--- config.mk ---
export PLATFORM = sky130hd
export DESIGN_NAME = seg7_scan_decoder
export DESIGN_NICKNAME = d
export VERILOG_FILES = /design/src/rtl/seg7_scan_decoder.sv
export SDC_FILE = /design/constraint.sdc
export NUM_CORES = 1
export LEC_CHECK = 0
export ABC_AREA = 1
export BUFFER_PORTS_ARGS = -buffer_cell sky130_fd_sc_hd__buf_2
export CAP_MARGIN = 20
export CORE_AREA = 2 2 65 67
export CTS_CLUSTER_DIAMETER = 200
export DETAILED_ROUTE_END_ITERATION = 16
export DIE_AREA = 0 0 67 69
export GPL_TIMING_DRIVEN = 0
export PLACE_DENSITY = 0.77
export SKIP_CTS_REPAIR_TIMING = 1
export SLEW_MARGIN = 20
export SYNTH_ARGS = -nofsm -noshare
export SYNTH_HDL_FRONTEND = slang
export SYNTH_SLANG_ARGS = --single-unit
--- constraint.sdc ---
create_clock -name clk -period 2.5 [get_ports clk]
set_input_delay 0 -clock clk [delete_from_list [all_inputs] [get_ports clk]]
set_output_delay 0 -clock clk [all_outputs]
set_load 0.02 [all_outputs]
--- src/rtl/seg7_scan_decoder.sv ---
// Samples a multiplexed 7-segment bus, captures each digit after a stable dwell and
// decodes it to BCD. Define SEG7_DP_CAPTURE_EN to also capture the decimal points.
module seg7_scan_decoder #(
  parameter int STABLE_CYCLES = 4
) (
  input  logic        clk,
  input  logic        rst_n,
  input  logic [6:0]  seg_in,
  input  logic        dp_in,
  input  logic [1:0]  dig_sel,
  input  logic        dig_en,
  output logic [15:0] digits,
  output logic [3:0]  valid,
  output logic [3:0]  dp_out,
  output logic        frame_done,
  output logic        err
);

  typedef enum logic [1:0] {IDLE = 2'd0, SETTLE = 2'd1, HELD = 2'd2} state_t;

  localparam logic [3:0] STABLE_N = 4'(STABLE_CYCLES);

  state_t          state_q, state_d;
  logic [3:0]      cnt_q, cnt_d;
  logic [9:0]      tuple, smp_q;
  logic            chg, cap;
  logic            legal;
  logic [3:0]      bcd;
  logic [3:0][3:0] dig_q;
  logic [1:0]      exp_q;

`ifdef SEG7_DP_CAPTURE_EN
  assign tuple = {seg_in, dp_in, dig_sel};
`else
  // dp_in is left out of the stability compare entirely
  logic unused_dp;
  assign unused_dp = dp_in;
  assign tuple     = {seg_in, 1'b0, dig_sel};
`endif

  assign chg    = (tuple != smp_q);
  assign digits = dig_q;

  always_comb begin
    legal = 1'b1;
    bcd   = 4'd0;
    case (seg_in)
      7'h7E: bcd = 4'd0;
      7'h30: bcd = 4'd1;
      7'h6D: bcd = 4'd2;
      7'h79: bcd = 4'd3;
      7'h33: bcd = 4'd4;
      7'h5B: bcd = 4'd5;
      7'h5F: bcd = 4'd6;
      7'h70: bcd = 4'd7;
      7'h7F: bcd = 4'd8;
      7'h7B: bcd = 4'd9;
      default: legal = 1'b0;
    endcase
  end

  // cap fires on the single edge where the dwell count reaches STABLE_CYCLES
  always_comb begin
    state_d = state_q;
    cnt_d   = cnt_q;
    cap     = 1'b0;
    if (!dig_en) begin
      state_d = IDLE;
      cnt_d   = 4'd0;
    end else begin
      case (state_q)
        IDLE: begin
          state_d = SETTLE;
          cnt_d   = 4'd1;
        end
        SETTLE: begin
          if (chg) begin
            cnt_d = 4'd1;
          end else if (cnt_q + 4'd1 == STABLE_N) begin
            cnt_d   = cnt_q + 4'd1;
            cap     = 1'b1;
            state_d = HELD;
          end else begin
            cnt_d = cnt_q + 4'd1;
          end
        end
        HELD: begin
          if (chg) begin
            state_d = SETTLE;
            cnt_d   = 4'd1;
          end
        end
        default: begin
          state_d = IDLE;
          cnt_d   = 4'd0;
        end
      endcase
    end
  end

  always_ff @(posedge clk or negedge rst_n) begin
    if (!rst_n) begin
      state_q <= IDLE;
      cnt_q   <= 4'd0;
      smp_q   <= '0;
    end else begin
      state_q <= state_d;
      cnt_q   <= cnt_d;
      smp_q   <= tuple;
    end
  end

  // Illegal captures still advance the frame-order pointer like legal ones
  always_ff @(posedge clk or negedge rst_n) begin
    if (!rst_n) begin
      dig_q      <= '0;
      valid      <= 4'd0;
      exp_q      <= 2'd0;
      frame_done <= 1'b0;
      err        <= 1'b0;
    end else begin
      frame_done <= 1'b0;
      err        <= 1'b0;
      if (cap) begin
        if (legal) begin
          dig_q[dig_sel] <= bcd;
          valid[dig_sel] <= 1'b1;
        end else begin
          valid[dig_sel] <= 1'b0;
          err            <= 1'b1;
        end
        if (dig_sel == exp_q) begin
          if (dig_sel == 2'd3) begin
            frame_done <= 1'b1;
            exp_q      <= 2'd0;
          end else begin
            exp_q <= exp_q + 2'd1;
          end
        end else begin
          exp_q <= (dig_sel == 2'd0) ? 2'd1 : 2'd0;
        end
      end
    end
  end

`ifdef SEG7_DP_CAPTURE_EN
  always_ff @(posedge clk or negedge rst_n) begin
    if (!rst_n)   dp_out          <= 4'd0;
    else if (cap) dp_out[dig_sel] <= dp_in;
  end
`else
  assign dp_out = 4'd0;
`endif

endmodule

==> metrics <==
Max Cap Viol 0; xor/xnor share of the synthesized area 0.424%; Setup TNS Final 0 ns; status finished with violations; WL final 4220 µm; vias in the first global route 1689; r2r setup slk 0.61 ns; Num CTS Buffers 5; wire length per cell 11.1 µm; post-route insts no fill 379; failing checks hold timing; # clock sinks 39; initial drt markers 76; Total Routing Usage GR 19.9%; Comb pwr share 10.4%; CP endpoint digits[0]; static leakage 0.00152 µW; global-route wire length before repair 7090 µm; mux share of post-synthesis cell area 0%; power share of the clock group 39.8%; Critical Path Source Type flip-flop; cell-internal power 988 µW; CP Class flip-flop to flip-flop; dominant cells by area after synthesis dfrtp_1, nand2_1, inv_1, nand3_1, nor2_1; CTS root buffer clkbuf_8; crit path max fanout 10; worst vdd ir 0.369 mV; RSZ-0062 raised after global routing false; worst-margin pin slew 0.855 ns; Hold WC Path Type input port to flip-flop; #FFs+latches synth 39; Max Fclk 530 MHz; Worst R2R Path Depth 11; die area 0.00462 mm²; Detail Route Antenna Nets 0; Fin. Hold Viols 1; pwr/cell area 520 mW/mm²; Overflow after GRT 0; Slew Limit Fails 0; Ys Warns 0; ANT cells 0; Mapped Area 0.00207 mm²; DRT Pass-1 Iters 4; Post-Synth Simple-Gate Area 37.9%; Die W 67 µm; Layout area overhead 21.9%; post-synth top area share 47.2%; Synth Area in Adders 1.21%; Post-route DRC 0; largest net degree at the start of global routing 40; fin crit share 75.5%; CP required 2.73 ns; hold_ws -0.00354 ns; Reg-to-Reg Start cnt_q[0]; Worst R2R End digits[0]; Vias per Instance 4.76; largest family of logic cells by synthesized area simple AND/OR/NAND/NOR gates; leading area contributor after synthesis dfrtp_1; initial antenna violation count 0; Flop pwr share 49.8%; CTS tree built; register area share after synthesis 47.2%; CP startpoint cnt_q[0]; Setup violations, final 0; arrival time at the worst endpoint 2.12 ns; Starting Density 52.8%; CTS clk-pin slew, worst paths 0.08 ns; crit end category flip-flop; switch share 24.6%; GPL Wtd Cong 0.800; Mean Syn Cell Area 7.51 µm²; Final #Nets 343; PortBufs 33; H-tree depth 2; vias 1805; deepest clock path buffer count 2; Final HPWL DP 3060 µm; Synth Area in Compound Gates 4.00%; row count 23; Top-Level Pins 39; Switch Pwr 322 µW; Hold Path Stages 3; Core Region 0.00391 mm²; Clock Latency Late Sink 0.29 ns; layout cells sized above 1 21.0%; Yosys cell types 26; worst rel slew slack 43.0%; die height 69 µm; Placed Cells 361; fin crit period 1.89 ns; clk_skew 0.00824 ns; gate count of the mapped netlist 275
[worst max-delay path, cell delays in order, from the launching register on]
cell and delay (ns):
dfrtp_1 0.45, ha_1 0.24, nand2_1 0.08, nand3_1 0.08
inv_1 0.06, nand2_1 0.10, inv_1 0.08, nand4_1 0.18
buf_2 0.26, nor2_4 0.14, nand3_1 0.09, nand2_1 0.08
[area by class of cell]
cell class / count / area [µm²]
inverters: 37 / 139
clock buffers: 5 / 68.8
multi-input cells: 195 / 915
well taps: 50 / 62.6
clock inverters: 3 / 43.8
fillers: 351 / 1400
repair buffers: 43 / 265
flip-flops and latches: 39 / 976
plain buffers: 7 / 47.5
[routing by layer]
layer  vias to the layer above  routed length [µm]  track usage [%]
met4                         0                  43             7.26
met1                       822                1980             25.5
met3                         4                 131             5.22
met2                        26                2070             32.0
li1                        953                   -                -
met5                         -                   0                0
[cells in the mapped netlist]
master	number
a21boi_0	1
nand2_2	4
buf_2	2
nor2_4	2
nand4_2	4
o21ai_1	2
ha_1	2
dfrtp_1	39
nand2_1	101
nand4_1	5
nor3b_1	2
nand3_1	22
a22oi_1	1
nor2_2	2
conb_1	1
a21oi_1	1
inv_2	6
xnor2_1	1
nor3_4	1
nand3b_1	1
buf_4	5
nor2_1	27
o22ai_1	2
o21ai_0	8
inv_1	31
or2_2	2
[cells by family (layout without fill, tap and decap cells)]
kind of cell             count (synthesis)  after routing
AO/OA/AOI/OAI                           15             15
XOR/XNOR                                 1              1
adder cells (fa/ha/maj)                  2              2
buffers and inverters                   44             95
flip-flops                              39             39
other                                    1              4
AND/OR/NAND/NOR                        173            173
[layout by cell type (no fill, tap or decap), drive strengths merged]
cell,count
dfrtp,39
nand4,9
clkbuf,5
ha,2
nor2,31
o22ai,2
xnor2,1
conb,4
nor3,1
or2,2
nor3b,2
bufinv,1
a21oi,1
buf,40
a21boi,1
dlygate4sd3,10
clkinv,2
inv,37
nand3,22
o21ai,10
nand2,105
a22oi,1
nand3b,1
[worst min-delay path by stage]
stage | from | end | slack (ns)
2_1_floorplan | rst_n | asynchronous set/reset pin | -0.30
3_3_place_gp | dig_sel[1] | smp_q[1] | 0.13
3_5_place_dp | dig_sel[1] | smp_q[1] | 0.13
4_1_cts | dig_sel[1] | smp_q[1] | -0.18
5_1_grt | dig_en | exp_q[1] | 0.03
6_report | dig_en | exp_q[1] | -0.004
[power by group through the flow]
| stage | Clock, µW | Sequential, µW | Combinational [µW] |
|---|---|---|---|
| 2_1_floorplan | 0 | 662 | 81.1 |
| 3_3_place_gp | 0 | 663 | 122 |
| 3_5_place_dp | 0 | 664 | 125 |
| 4_1_cts | 537 | 652 | 126 |
| 5_1_grt | 566 | 653 | 156 |
| 6_report | 521 | 652 | 137 |
[stage by stage]
stage	cell area [µm²]	worst slack (ns)	power, µW	util (%)
detailed placement	2300	0.622	790	58.9
global placement	2300	0.678	785	58.9
finish	2520	0.613	1310	64.3
CTS	2420	0.609	1310	61.8
floorplan	2080	0.902	743	-
global route	2520	0.429	1370	64.3
(Power assumes the default switching activity.)
